===== src/rtl/ps2_pkg.sv =====
// Shared constants and payload types for the PS/2 keyboard receiver.
package ps2_pkg;

    localparam logic [7:0] PS2_EXT   = 8'hE0;
    localparam logic [7:0] PS2_BRK   = 8'hF0;

    localparam logic [7:0] KEY_LEFT  = 8'h6B;
    localparam logic [7:0] KEY_RIGHT = 8'h74;
    localparam logic [7:0] KEY_UP    = 8'h75;
    localparam logic [7:0] KEY_DOWN  = 8'h72;
    localparam logic [7:0] KEY_ENTER = 8'h5A;
    localparam logic [7:0] KEY_SPACE = 8'h29;

    localparam int unsigned PS2_FRAME_BITS = 11;
    localparam int unsigned PS2_CNT_W      = 4;

    typedef struct packed {
        logic [7:0] code;
        logic       ext;
        logic       brk;
    } key_evt_t;

    typedef struct packed {
        logic [7:0] code;
        logic       ext;
    } key_hold_t;

endpackage


===== src/rtl/ps2_key_rx_if.sv =====
// Key event and hold-state bus from the PS/2 receiver to the game logic.
interface ps2_key_rx_if;
    logic       key_valid;
    logic [7:0] key_code;
    logic       key_ext;
    logic       key_break;
    logic [7:0] held_key;
    logic       held_ext;
    logic       frame_err;

    modport master (
        output key_valid, key_code, key_ext, key_break,
        output held_key, held_ext, frame_err
    );

    modport slave (
        input key_valid, key_code, key_ext, key_break,
        input held_key, held_ext, frame_err
    );
endinterface


===== src/rtl/ps2_frame_rx.sv =====
// PS/2 deframer: synchronises kclk/kdata, collects 11-bit frames,
// checks start/parity/stop and abandons stalled partial frames.
module ps2_frame_rx
    import ps2_pkg::*;
#(
    parameter int unsigned TIMEOUT_CYC = 100000
) (
    input  logic       clk,
    input  logic       rst,
    input  logic       kclk,
    input  logic       kdata,
    output logic       byte_valid,
    output logic [7:0] byte_data,
    output logic       byte_err,
    output logic       byte_timeout
);

    localparam int unsigned TO_W = $clog2(TIMEOUT_CYC + 1);
    localparam int unsigned SH_W = PS2_FRAME_BITS - 1;

    logic [2:0]           kclk_sync;
    logic [1:0]           kdata_sync;
    logic [PS2_CNT_W-1:0] bit_cnt;
    logic [SH_W-1:0]      shift;
    logic [TO_W-1:0]      to_cnt;

    logic fall;
    logic kbit;
    logic last_bit;
    logic frame_ok;

    assign fall     = kclk_sync[2] & ~kclk_sync[1];
    assign kbit     = kdata_sync[1];
    assign last_bit = (bit_cnt == PS2_CNT_W'(PS2_FRAME_BITS - 1));
    // shift holds start at [0], d0..d7 at [8:1], parity at [9]; kbit is the stop bit
    assign frame_ok = ~shift[0] & kbit & (^shift[9:1]);

    always_ff @(posedge clk) begin
        if (rst) begin
            kclk_sync    <= '1;
            kdata_sync   <= '1;
            bit_cnt      <= '0;
            shift        <= '0;
            to_cnt       <= '0;
            byte_valid   <= 1'b0;
            byte_err     <= 1'b0;
            byte_data    <= '0;
            byte_timeout <= 1'b0;
        end else begin
            kclk_sync    <= {kclk_sync[1:0], kclk};
            kdata_sync   <= {kdata_sync[0], kdata};
            byte_valid   <= 1'b0;
            byte_err     <= 1'b0;
            byte_timeout <= 1'b0;

            if (fall) begin
                to_cnt <= '0;
                if (last_bit) begin
                    bit_cnt    <= '0;
                    byte_valid <= frame_ok;
                    byte_err   <= ~frame_ok;
                    byte_data  <= shift[8:1];
                end else begin
                    bit_cnt <= bit_cnt + PS2_CNT_W'(1);
                    shift   <= {kbit, shift[SH_W-1:1]};
                end
            end else if (bit_cnt != '0) begin
                // saturating idle counter; reaching the limit abandons the frame once
                if (to_cnt == TO_W'(TIMEOUT_CYC - 1)) begin
                    to_cnt       <= TO_W'(TIMEOUT_CYC);
                    bit_cnt      <= '0;
                    byte_timeout <= 1'b1;
                end else if (to_cnt != TO_W'(TIMEOUT_CYC)) begin
                    to_cnt <= to_cnt + TO_W'(1);
                end
            end else begin
                to_cnt <= '0;
            end
        end
    end

endmodule


===== src/rtl/ps2_key_rx.sv =====
// PS/2 keyboard receiver: decodes E0/F0 prefixes into make/break events
// and tracks the most recently pressed key for the game logic.
module ps2_key_rx
    import ps2_pkg::*;
#(
    parameter int unsigned TIMEOUT_CYC = 100000
) (
    input  logic          clk,
    input  logic          rst,
    input  logic          kclk,
    input  logic          kdata,
    ps2_key_rx_if.master  kbus
);

    logic       byte_valid;
    logic [7:0] byte_data;
    logic       byte_err;
    logic       byte_timeout;

    ps2_frame_rx #(
        .TIMEOUT_CYC (TIMEOUT_CYC)
    ) u_frame (
        .clk          (clk),
        .rst          (rst),
        .kclk         (kclk),
        .kdata        (kdata),
        .byte_valid   (byte_valid),
        .byte_data    (byte_data),
        .byte_err     (byte_err),
        .byte_timeout (byte_timeout)
    );

    logic      ext_pend,  ext_pend_n;
    logic      brk_pend,  brk_pend_n;
    logic      key_valid, key_valid_n;
    logic      frame_err, frame_err_n;
    key_evt_t  evt_q,     evt_n;
    key_hold_t hold_q,    hold_n;

    always_comb begin
        ext_pend_n  = ext_pend;
        brk_pend_n  = brk_pend;
        key_valid_n = 1'b0;
        frame_err_n = 1'b0;
        evt_n       = evt_q;
        hold_n      = hold_q;

        if (byte_err) begin
            frame_err_n = 1'b1;
            ext_pend_n  = 1'b0;
            brk_pend_n  = 1'b0;
        end else if (byte_timeout) begin
            ext_pend_n = 1'b0;
            brk_pend_n = 1'b0;
        end else if (byte_valid) begin
            case (byte_data)
                PS2_EXT: ext_pend_n = 1'b1;
                PS2_BRK: brk_pend_n = 1'b1;
                default: begin
                    key_valid_n = 1'b1;
                    evt_n       = '{code: byte_data, ext: ext_pend, brk: brk_pend};
                    ext_pend_n  = 1'b0;
                    brk_pend_n  = 1'b0;
                    // last press wins; only releasing the held key clears it
                    if (!brk_pend) begin
                        hold_n = '{code: byte_data, ext: ext_pend};
                    end else if (hold_q.code == byte_data && hold_q.ext == ext_pend) begin
                        hold_n = '0;
                    end
                end
            endcase
        end
    end

    always_ff @(posedge clk) begin
        if (rst) begin
            ext_pend  <= 1'b0;
            brk_pend  <= 1'b0;
            key_valid <= 1'b0;
            frame_err <= 1'b0;
            evt_q     <= '0;
            hold_q    <= '0;
        end else begin
            ext_pend  <= ext_pend_n;
            brk_pend  <= brk_pend_n;
            key_valid <= key_valid_n;
            frame_err <= frame_err_n;
            evt_q     <= evt_n;
            hold_q    <= hold_n;
        end
    end

    assign kbus.key_valid = key_valid;
    assign kbus.key_code  = evt_q.code;
    assign kbus.key_ext   = evt_q.ext;
    assign kbus.key_break = evt_q.brk;
    assign kbus.held_key  = hold_q.code;
    assign kbus.held_ext  = hold_q.ext;
    assign kbus.frame_err = frame_err;

endmodule


===== src/flat_wrapper.sv =====
// flat-port wrapper written by rule: the top's interface ports become plain ports
module ps2_key_rx_flat import ps2_pkg::*;
#(
    parameter int unsigned TIMEOUT_CYC = 100000
)
  (clk, rst, kclk, kdata, kbus_key_valid, kbus_key_code, kbus_key_ext, kbus_key_break, kbus_held_key, kbus_held_ext, kbus_frame_err);
  ps2_key_rx_if kbus_i ();
  input  logic clk;
  input  logic rst;
  input  logic kclk;
  input  logic kdata;
  output wire logic [$bits(kbus_i.key_valid)-1:0] kbus_key_valid;
  output wire logic [$bits(kbus_i.key_code)-1:0] kbus_key_code;
  output wire logic [$bits(kbus_i.key_ext)-1:0] kbus_key_ext;
  output wire logic [$bits(kbus_i.key_break)-1:0] kbus_key_break;
  output wire logic [$bits(kbus_i.held_key)-1:0] kbus_held_key;
  output wire logic [$bits(kbus_i.held_ext)-1:0] kbus_held_ext;
  output wire logic [$bits(kbus_i.frame_err)-1:0] kbus_frame_err;
  assign kbus_key_valid = kbus_i.key_valid;
  assign kbus_key_code = kbus_i.key_code;
  assign kbus_key_ext = kbus_i.key_ext;
  assign kbus_key_break = kbus_i.key_break;
  assign kbus_held_key = kbus_i.held_key;
  assign kbus_held_ext = kbus_i.held_ext;
  assign kbus_frame_err = kbus_i.frame_err;
  ps2_key_rx #(.TIMEOUT_CYC(TIMEOUT_CYC)) u_core (.clk(clk), .rst(rst), .kclk(kclk), .kdata(kdata), .kbus(kbus_i));
endmodule

===== config.mk =====
export PLATFORM = sky130hd
export DESIGN_NAME = ps2_key_rx_flat
export DESIGN_NICKNAME = d
export VERILOG_FILES = /design/src/rtl/ps2_pkg.sv /design/src/rtl/ps2_key_rx_if.sv /design/src/rtl/ps2_frame_rx.sv /design/src/rtl/ps2_key_rx.sv /design/src/flat_wrapper.sv
export SDC_FILE = /design/constraint.sdc
export NUM_CORES = 1
export LEC_CHECK = 0
export ABC_CLOCK_PERIOD_IN_PS = 1600
export CAP_MARGIN = 40
export CELL_PAD_IN_SITES_DETAIL_PLACEMENT = 0
export CELL_PAD_IN_SITES_GLOBAL_PLACEMENT = 2
export CORE_ASPECT_RATIO = 0.8
export CORE_MARGIN = 1.5
export CORE_UTILIZATION = 35
export CTS_BUF_LIST = sky130_fd_sc_hd__clkbuf_4 sky130_fd_sc_hd__clkbuf_8
export DETAILED_ROUTE_END_ITERATION = 12
export PLACE_DENSITY = 0.78
export SYNTH_ARGS = -nofsm -noshare
export SYNTH_HDL_FRONTEND = slang
export SYNTH_SLANG_ARGS = --single-unit

===== constraint.sdc =====
create_clock -name clk -period 1.6 [get_ports clk]
set_input_delay 0.16 -clock clk [delete_from_list [all_inputs] [get_ports clk]]
set_output_delay 0.16 -clock clk [all_outputs]
set_load 0.05 [all_outputs]

# Word-level counts from Yosys, hierarchy flattened
# Index checks and enable logic that the tools add are counted.
# totals
register_bits	70
in_bits	4
output_inout_bits	21
wordCells	76
# op_classes
n_addsub	2
eq_ne	8
muxes	13
n_bitwise	15
n_reduce_logical	19
# op_table
operator	n
$mux W17	2
$mux W9	2
$add A17 B1 Y17 const B	1
$eq A17 B17 Y1 const B	1
$ne A17 B17 Y1 const B	1
$eq A8 B8 Y1 const B	2
$mux W4	4
$not A1 Y1	12
$reduce_and A2 Y1	5
$reduce_or A3 Y1	3
$reduce_xor A9 Y1	1
$eq A8 B8 Y1	1
$reduce_or A4 Y1	2
$reduce_bool A2 Y1	3
$reduce_and A5 Y1	1
$add A4 B1 Y4 const B	1
$eq A4 B4 Y1 const B	1
$pmux W1 S2	2
$reduce_and A4 Y1	1
$reduce_bool A4 Y1	1
$and A1 B1 Y1	3
$mux W1	3
$ne A2 B2 Y1 const B	1
$reduce_or A2 Y1	1
other kinds (2)	2

# Longest topological paths before layout
# logic_depth
word_depth	4
depth_mapped	7
mapped_depth_nobuf	6

# Cells and area by module
# Synthesis repeated with hierarchy kept, for this count alone.
# unflattened
cells_unflattened	320
area_unflattened_um2	3034.2
# by_module_without_submodules
module	area_per_inst_um2	cells_each	n_inst	seq_area_each_um2
ps2_frame_rx	2025.7	224	1	940.9
ps2_key_rx	1008.5	96	1	460.4

# Worst setup path before layout
# OpenSTA, ideal clock, no wires.
# synth_path
path_type	register to register
from	reg u_core.hold_q, in the netlist u_core.kbus.held_key[7]
to	reg u_core.hold_q, in the netlist u_core.kbus.held_ext
n_path_buf	0
setup_time_ps	141
required_ps	1459
t_arrival_ps	1515
path_slack_ps	-56
period_less_slack_ps	1656
stages_incl_launch_ff	5
cell_sequence	dfxtp_1 > xnor2_1 > nand3_1 > o311ai_2 > o211ai_1
# synth_between
elab_chain_len	4
# synth_lines
item	line	source
start: declaration	ps2_key_rx.sv:38	key_hold_t hold_q, hold_n;
start signal: assignment	ps2_key_rx.sv:89	hold_q <= hold_n;
$eq A8 B8 Y1	ps2_key_rx.sv:67	end else if (hold_q.code == byte_data && hold_q.ext == ext_pend) begin
$logic_and A1 B1 Y1	ps2_key_rx.sv:67	
$ne A2 B2 Y1 (no source line)	--	
$reduce_and A5 Y1 (no source line)	--	
# No other way between the ends.
# A chain may end at the register's enable or synchronous reset.

# Worst setup path after layout
# layout_path
from	reg u_core.u_frame.byte_data[3]
to	reg u_core.evt_q, in the netlist u_core.kbus.key_break
# layout_between
elab_chain_len	4
word_cells_on_any_way	5
cone_classes	2 x eq/ne; 1 x bitwise; 2 x reduce/logical
# layout_lines
item	line	source
start: declaration	ps2_frame_rx.sv:13	output logic [7:0] byte_data,
start signal: assignment	ps2_frame_rx.sv:62	byte_data <= shift[8:1];
$eq A8 B8 Y1	ps2_key_rx.sv:56	case (byte_data)
$reduce_or A2 Y1 (no source line) *	--	
$not A1 Y1 (no source line) *	--	
$reduce_and A4 Y1 (no source line) *	--	
end signal: assignment	ps2_key_rx.sv:88	evt_q <= evt_n;
end: declaration	ps2_key_rx.sv:37	key_evt_t evt_q, evt_n;
# Mark *: on every way between the ends. The rest lies on a longest branch, timed or not.

==> run metrics <==
status finished with violations; failing checks negative setup slack; setup TNS -0.275 ns; Worst Tran Pin Value 0.365 ns; Routed Wire Length 7.56 mm; largest net degree at the start of global routing 23; worst setup path endpoint u_core.kbus.key_break; Yosys reg bits 70; post-route ant nets 0; Leakage 1.61 nW; Post-route DRC 0; total track usage 0.168; TritonCTS clock tree yes; total CTS buffers 9; Port Buf Inserts 24; most common cell after layout, fill and taps aside buf_4; clk slew on worst S/H paths 0.07 ns; Post-synth EDFFs 0; Crit Path Class register to register; Crit path required time 1.84 ns; endpoints failing hold 0; most frequent cells in the layout 60 x buf_4, 48 x dfxtp_1, 44 x nor2_1; final setup skew 0.00707 ns; pre-CTS setup slack -0.0400 ns; Initial Utilization 0.368; root buffer cell clkbuf_8; Rel. slew slack 0.757; total number of vias 2523; DP HPWL 5.17 mm; Peak VDD IR 0.000441 V; Critical R2R Launch u_core.u_frame.byte_data[3]; PnR Total Power 3.32 mW; crit path DAT 1.90 ns; first-pass GRT wire length 12.1 mm; Synth async-reset ratio 0; Slew Limit Fails 0; Max clock buf depth 2; share of layout cells above drive strength 1 0.327; critical path fanouts, max 8; maximum clock frequency 0.602 GHz; vias per std cell 4.89; CTS H-tree lvls 3; max-cap violation count 0; Top FF cell, synth dfxtp_1; drt first pass iters 5; Cell Pwr Density 801 nW/um^2; Syn Inst Count 331; Syn Area/Cell 9.61 sq um; crit path launch u_core.u_frame.byte_data[3]; worst reg-to-reg path cell count 6; area of the mapped netlist 3180 sq um; worst-skew pair later-pin latency 0.35 ns; critical-path cell list and4bb_4 > a2111oi_4 > buf_4 > buf_12 > mux2i_1 > nor2_1; Post-Syn Nets 340; Crit-path slowest cell a2111oi_4; Rows 30; min Tclk post-route 1.66 ns; initial antenna violation count 0; CP endpoint kind register; fin crit share 1.04; Yosys cell types 51; Final WS setup -0.0602 ns; die area 9670 sq um; drt initial violations 142; Layout Area Growth over Synthesis 30.5%; Placer Congestion 0.836; Final Core Density 0.481; I/O Pins 25; slowest cell delay on critical path 0.38 ns; # nets final 408; antenna cells 0; Die Width 110 um; Synth Warn # 0; critical path launch point type register; Final Setup Violations 11; vias in the first global route 2333; Hold WC Path Type input port to register; setup repair after global routing missed its margin true; remaining global-route overflow 0; Critical R2R Capture u_core.kbus.key_break; routed len/inst 14.6 um; clk sink count 70; Placeable Area 8630 sq um; die extent in y 88.3 um; sequential share of the synthesized area 0.441; R2R setup slack -0.06 ns
## layout make-up
type | instances | area (sq um)
flip-flops and latches | 70 | 1440
inverters | 18 | 67.6
repair buffers | 70 | 603
well taps | 112 | 140
fillers | 828 | 4480
multi-input cells | 230 | 1700
clock buffers | 10 | 138
clock inverters | 6 | 61.3
## worst max-delay path, delay by kind of cell, from the launching register on
family	cells	cell delay, ns
flip-flops	1	0.33
AND/OR/NAND/NOR	2	0.29
multiplexers	1	0.21
AO/OA/AOI/OAI	1	0.38
buffers and inverters	2	0.33
## metal layers
layer,track usage,share of wire
met1,0.259,0.56
met2,0.215,0.39
met3,0.0619,0.050
met5,0,0
met4,0.0390,0.0066
## where the power goes
part           internal [mW]  leakage, nW  switching (mW)  total, mW
clock network          0.756        0.102           0.701       1.46
registers               1.74        0.577         0.00611       1.75
logic                 0.0529        0.934          0.0640      0.117
## kinds of logic (layout without fill, tap and decap cells)
family	after synthesis	after routing	share of synthesized area
mux	28	28	0.0881
simple gates	129	129	0.231
xor+xnor	26	26	0.0759
flops	70	70	0.441
compound gates	41	42	0.0948
fa+ha+maj	5	5	0.0197
buf+inv	32	104	0.0496
## timing repair
item / 4_1_cts / 5_1_grt
buffers inserted: 4 / 1
cloned: 2 / 1
hold buffers: 0 / 0
pin swaps: 1 / 5
gates resized for setup: 12 / 21
hold endpoints to repair: 0 / 0
setup endpoints to repair: 8 / 40
## stage by stage
stage	hold WS, ns	std cells	instance area (sq um)
2_1_floorplan	0.264	331	3200
3_3_place_gp	0.394	492	3740
3_5_place_dp	0.401	492	3740
4_1_cts	0.344	514	4060
5_1_grt	0.364	516	4150
6_report	0.363	516	4150
## cells in the mapped netlist, types with 2 or more instances
cell	number	area share
a21oi_1	13	0.020
a311oi_1	2	0.0055
and3_1	2	0.0039
and4_1	2	0.0055
and4b_1	2	0.0063
buf_2	5	0.0079
buf_6	2	0.0071
clkbuf_1	6	0.0071
dfxtp_1	70	0.44
ha_1	5	0.020
inv_1	18	0.021
mux2i_1	28	0.088
nand2_1	9	0.011
nand2b_1	3	0.0059
nand3_1	10	0.016
nand4_1	4	0.0079
nand4b_1	9	0.025
nor2_1	44	0.052
nor2b_1	2	0.0039
nor3_1	5	0.0079
nor3b_1	2	0.0047
nor4_1	2	0.0039
nor4b_1	2	0.0055
o211ai_1	10	0.024
o21ai_0	4	0.0063
o21ai_1	3	0.0047
or2_2	5	0.0098
or3_1	15	0.030
or4_1	2	0.0047
xnor2_1	19	0.052
xor2_1	6	0.017
## how the worst min path moves through the flow
stage,slack [ns],to,startpoint,cells after the start
floorplan,0.26,u_core.u_frame.kclk_sync[0],kclk,1
global placement,0.39,u_core.u_frame.kdata_sync[1],u_core.u_frame.kdata_sync[0],1
detailed placement,0.40,u_core.u_frame.kclk_sync[1],u_core.u_frame.kclk_sync[0],1
CTS,0.34,u_core.u_frame.kdata_sync[0],kdata,2
global route,0.36,u_core.u_frame.kdata_sync[0],kdata,2
finish,0.36,u_core.u_frame.kdata_sync[0],kdata,2
## sequential cells by signal (all words and copies together) (netlist names), 2 cells and up
register,cells
u_core.u_frame.to_cnt,17
u_core.u_frame.shift,10
u_core.kbus.held_key,8
u_core.kbus.key_code,8
u_core.u_frame.byte_data,8
u_core.u_frame.bit_cnt,4
u_core.u_frame.kclk_sync,3
u_core.u_frame.kdata_sync,2
(Power assumes the default switching activity.)
